[src/rtl/sync_fifo_pkg.sv]
// Shared helpers for sync_fifo: default sizes, pointer/count width helpers and pointer wrap.
package sync_fifo_pkg;

  typedef int unsigned idx_t;

  localparam idx_t DEFAULT_DEPTH = 8;
  localparam idx_t DEFAULT_WIDTH = 8;

  // Address width for a DEPTH-entry array.
  function automatic idx_t ptr_width(idx_t depth);
    return idx_t'($clog2(depth));
  endfunction

  // Width able to hold the values 0..DEPTH.
  function automatic idx_t cnt_width(idx_t depth);
    return idx_t'($clog2(depth + 1));
  endfunction

  // DEPTH need not be a power of two, so the pointer wraps explicitly.
  function automatic idx_t ptr_next(idx_t ptr, idx_t depth);
    return (ptr == depth - 1) ? idx_t'(0) : ptr + 1;
  endfunction

endpackage

[src/rtl/sync_fifo_mem.sv]
// DEPTH x WIDTH register array with a synchronous write port and an asynchronous read port.
module sync_fifo_mem
  import sync_fifo_pkg::*;
#(
  parameter idx_t DEPTH = DEFAULT_DEPTH,
  parameter idx_t WIDTH = DEFAULT_WIDTH,
  localparam idx_t ADDR_W = ptr_width(DEPTH)
) (
  input  logic              clk,
  input  logic              we_i,
  input  logic [ADDR_W-1:0] waddr_i,
  input  logic [WIDTH-1:0]  wdata_i,
  input  logic [ADDR_W-1:0] raddr_i,
  output logic [WIDTH-1:0]  rdata_o
);

  logic [WIDTH-1:0] mem_q [DEPTH];

  // NOTE: the array has no reset; validity is tracked by the pointers and count, so clearing
  // it would only cost a reset net per bit and block mapping to plain flops or LUT RAM.
  always_ff @(posedge clk) begin
    if (we_i) begin
      mem_q[waddr_i] <= wdata_i;
    end
  end

  assign rdata_o = mem_q[raddr_i];

endmodule

[src/rtl/sync_fifo.sv]
// Single-clock first-word-fall-through FIFO; the head entry is always visible on read_data.
// Define SYNC_FIFO_LEVEL_EN to expose the fill count on an extra `level` output.
module sync_fifo
  import sync_fifo_pkg::*;
#(
  parameter idx_t DEPTH = DEFAULT_DEPTH,
  parameter idx_t WIDTH = DEFAULT_WIDTH,
  localparam idx_t PTR_W = ptr_width(DEPTH),
  localparam idx_t CNT_W = cnt_width(DEPTH)
) (
  input  logic             clk,
  input  logic             reset,
  input  logic             write,
  input  logic             read,
  input  logic [WIDTH-1:0] write_data,
  output logic             full,
  output logic             empty,
`ifdef SYNC_FIFO_LEVEL_EN
  output logic [CNT_W-1:0] level,
`endif
  output logic [WIDTH-1:0] read_data
);

  logic [PTR_W-1:0] wr_ptr_q, wr_ptr_d;
  logic [PTR_W-1:0] rd_ptr_q, rd_ptr_d;
  logic [CNT_W-1:0] count_q, count_d;
  logic             wr_accept;
  logic             rd_accept;

  assign full  = (count_q == CNT_W'(DEPTH));
  assign empty = (count_q == '0);

  // A write while full is still taken when a read frees the head slot at the same edge.
  assign wr_accept = write && (!full || read);
  assign rd_accept = read && !empty;

`ifdef SYNC_FIFO_LEVEL_EN
  assign level = count_q;
`endif

  // NOTE: every next-state signal gets its hold value first, so no path leaves it unassigned
  // and no latch is inferred; blocking assignments are correct here because this is pure logic.
  always_comb begin
    wr_ptr_d = wr_ptr_q;
    rd_ptr_d = rd_ptr_q;
    count_d  = count_q;
    if (wr_accept) begin
      wr_ptr_d = PTR_W'(ptr_next(idx_t'(wr_ptr_q), DEPTH));
    end
    if (rd_accept) begin
      rd_ptr_d = PTR_W'(ptr_next(idx_t'(rd_ptr_q), DEPTH));
    end
    unique case ({wr_accept, rd_accept})
      2'b10:   count_d = count_q + CNT_W'(1);
      2'b01:   count_d = count_q - CNT_W'(1);
      default: count_d = count_q;
    endcase
  end

  // NOTE: state registers use non-blocking assignments so every flop samples pre-edge values.
  always_ff @(posedge clk) begin
    if (reset) begin
      wr_ptr_q <= '0;
      rd_ptr_q <= '0;
      count_q  <= '0;
    end else begin
      wr_ptr_q <= wr_ptr_d;
      rd_ptr_q <= rd_ptr_d;
      count_q  <= count_d;
    end
  end

  sync_fifo_mem #(
    .DEPTH (DEPTH),
    .WIDTH (WIDTH)
  ) u_mem (
    .clk     (clk),
    .we_i    (wr_accept),
    .waddr_i (wr_ptr_q),
    .wdata_i (write_data),
    .raddr_i (rd_ptr_q),
    .rdata_o (read_data)
  );

endmodule

[config.mk]
export PLATFORM = sky130hd
export DESIGN_NAME = sync_fifo
export DESIGN_NICKNAME = d
export VERILOG_FILES = /design/src/rtl/sync_fifo_pkg.sv /design/src/rtl/sync_fifo_mem.sv /design/src/rtl/sync_fifo.sv
export SDC_FILE = /design/constraint.sdc
export NUM_CORES = 1
export LEC_CHECK = 0
export CAP_MARGIN = 20
export CORE_ASPECT_RATIO = 1.2
export CORE_MARGIN = 2
export CORE_UTILIZATION = 50
export CTS_BUF_LIST = sky130_fd_sc_hd__clkbuf_2
export CTS_CLUSTER_SIZE = 16
export DETAILED_ROUTE_END_ITERATION = 6
export MAX_ROUTING_LAYER = met4
export PLACE_DENSITY = 0.8
export SYNTH_ARGS = -nofsm -noshare
export SYNTH_HDL_FRONTEND = slang
export SYNTH_SLANG_ARGS = --single-unit
[constraint.sdc]
create_clock -name clk -period 2.4 [get_ports clk]
set_input_delay 0.36 -clock clk [delete_from_list [all_inputs] [get_ports clk]]
set_output_delay 0.36 -clock clk [all_outputs]
set_load 0.03 [all_outputs]
==> results_dict.tcl <==
set metrics [dict create \
    synth_edf_count 64 \
    dieArea_um2 6840 \
    avgRoutedWirePerCell_um 17.9 \
    overflow 0 \
    drv_cap 0 \
    cts_hold_repair.buffers 0 \
    worstPathCellList "buf_12, mux4_2, mux2_4, buf_6" \
    first_global_vias 1667 \
    synth.avg_cell_area_um2 18.2 \
    min_path_type "flop to flop" \
    cp_max_fo 8 \
    detail-route-antenna-nets 0 \
    finalSetupViolations 0 \
    cts_buffer_depth 2 \
    drt-initial-drc-count 125 \
    clock_tree.root_cell "clkbuf_2" \
    synth_flop_cell "edfxtp_1" \
    die_width_um 75.8 \
    clk_latency_ns 0.49 \
    slew_viol_final 0 \
    placed_cells 280 \
    drt-pass1-iter-count 4 \
    cts_tree "done" \
    required_ns 2.04 \
    final-hold-violation-count 0 \
    h-tree-depth 3 \
    grt_first_pass_wirelength_mm 8.42 \
    netlist_instances 170 \
    tightest_slew_ns 0.922 \
    r2r_start "count_q[2]" \
    path_clk_slew_ns 0.18 \
    hpwlAfterDp_mm 3.38 \
    postSynthNetCount 189 \
    ff2ff_setup_slack_ns 0.09 \
    gp_congestion 0.758 \
    grt_max_degree 17 \
    ir_drop_v 0.000580 \
    netlist_area_um2 3100 \
    period_minus_slack_ns 2.35 \
    die_h_um 90.2 \
    nets 230 \
    rr_worst_depth 9 \
    fin_ws_ns 0.0478 \
    fmax_mhz 425 \
    instances_no_fill 298 \
    slew-limit-headroom_pct 38.3 \
    row_count 31 \
    place_ws_ns 0.0269 \
    synth-seq-area-share_pct 70.5 \
    cp-start-kind "flop" \
    ys_types 31 \
    drive_gt1_share_pct 36.1 \
    pin_count 22 \
    critPathCapture "read_data[2]" \
    outcome "finished, final reports clean" \
    antenna_found_initial 0 \
    r2r_end "count_q[2]" \
    antenna_cells 0 \
    period_share_pct 98.0 \
    area.growth.synth_to_final_pct 20.1 \
    grt_usage_pct 18.2 \
    worstSetupPathType "flop to output pin" \
    async_flop_share_pct 0 \
    ys_ff_latch 77 \
    drt_wl_total_mm 5.32 \
    io_buffers 21 \
    fin_util_pct 61.9 \
    cts_sinks 77 \
    final_common_cell "edfxtp_1" \
    cts_buffers 9 \
    skew_ns 0.0176 \
    final_cell_mix "edfxtp_1 (64), mux4_2 (16), buf_4 (13)" \
    p_leak_nw 1.28 \
    yosys_warnings 0 \
    core_area_um2 6010 \
    arrival_ns 1.99 \
    cpPeakStageDelay_ns 0.50 \
    rsz0062_at_grt "yes" \
    start_util_pct 51.5 \
    cp_slowest_cell "mux4_2" \
    power_density_nw_per_um2 937 \
    holdWs_ns 0.496 \
    num_vias 1608 \
    drc 0 \
    vias_per_cell 5.40 \
    crit_path_end_kind "output pin" \
]
-- routing by layer --
layer	GRT usage, %	routed length [um]	vias up
met2	28.4	2810	37
met1	21.6	2170	800
met3	6.73	252	8
li1	-	-	763
met4	6.14	85	0
met5	-	0	-
-- flip-flops by register name, summed over array words and instances, names as in the netlist, named ones only --
register,cells
u_mem.mem_q,64
rd_ptr_q,3
wr_ptr_q,3
count_q,4
-- through the flow --
| stage | area (um2) | power [W] | setup TNS [ns] |
|---|---|---|---|
| after floorplan | 3120 | 0.00238 | -0.00662 |
| after global placement | 3530 | 0.00274 | 0 |
| after detailed placement | 3530 | 0.00277 | 0 |
| after CTS | 3700 | 0.00352 | -0.449 |
| after global routing | 3720 | 0.00367 | -0.504 |
| final | 3720 | 0.00348 | 0 |
-- kinds of logic after synthesis --
logic type      synth area share (%)
simple gates                    5.94
fa+ha+maj                       2.83
compound gates                  2.95
mux                             15.6
xor+xnor                       0.849
flops                           70.5
buf+inv                         1.41
-- where the power goes --
| group | switching (W) | internal [W] |
|---|---|---|
| logic | 0.000584 | 0.000641 |
| clock network | 0.000409 | 0.000244 |
| registers | 0.0000594 | 0.00155 |
-- worst min path at each step --
stage                   from                end  slack [ns]  depth (start not counted)
6_report         rd_ptr_q[2]        rd_ptr_q[2]        0.50                          2
5_1_grt        write_data[0]  u_mem.mem_q[0][0]        0.51                          1
4_1_cts          rd_ptr_q[2]        rd_ptr_q[2]        0.50                          2
3_5_place_dp     rd_ptr_q[2]        rd_ptr_q[2]        0.47                          2
3_3_place_gp     rd_ptr_q[2]        rd_ptr_q[2]        0.47                          2
2_1_floorplan    rd_ptr_q[2]               flop        0.45                          2
-- synthesized netlist by cell type, types with 2 or more instances --
master | count | area (um2)
nor3_1 | 5 | 25.0
buf_2 | 2 | 10.0
nor4_1 | 2 | 12.5
nor3b_1 | 2 | 15.0
ha_1 | 7 | 87.6
mux4_2 | 16 | 360
a21oi_1 | 9 | 45.0
inv_1 | 2 | 7.51
dfxtp_1 | 13 | 260
nor2_1 | 9 | 33.8
nand2_1 | 5 | 18.8
xor2_1 | 3 | 26.3
buf_1 | 2 | 7.51
edfxtp_1 | 64 | 1920
nand2b_1 | 3 | 18.8
mux2_2 | 9 | 101
clkbuf_1 | 2 | 7.51
mux2i_1 | 2 | 20.0
-- critical path, delay by kind of cell (launching register included) --
family	cells	cell delay [ns]
buffers and inverters	2	0.28
DFF	1	0.41
muxes	2	0.80
-- cell type report --
type | instances | area (um2)
multi-input cells | 84 | 936
fillers | 442 | 2290
inverters | 2 | 7.51
clock inverters | 5 | 52.6
well taps | 82 | 103
repair buffers | 37 | 375
flip-flops and latches | 77 | 2190
clock buffers | 11 | 55.1
-- timing repair --
action / CTS / global route
cloned: 1 / 0
endpoints found under the setup margin: 10 / 10
gates resized for setup: 59 / 14
pin swaps: 0 / 6
buffers inserted: 1 / 1
Note: power is estimated with default switching activity, not from simulation.
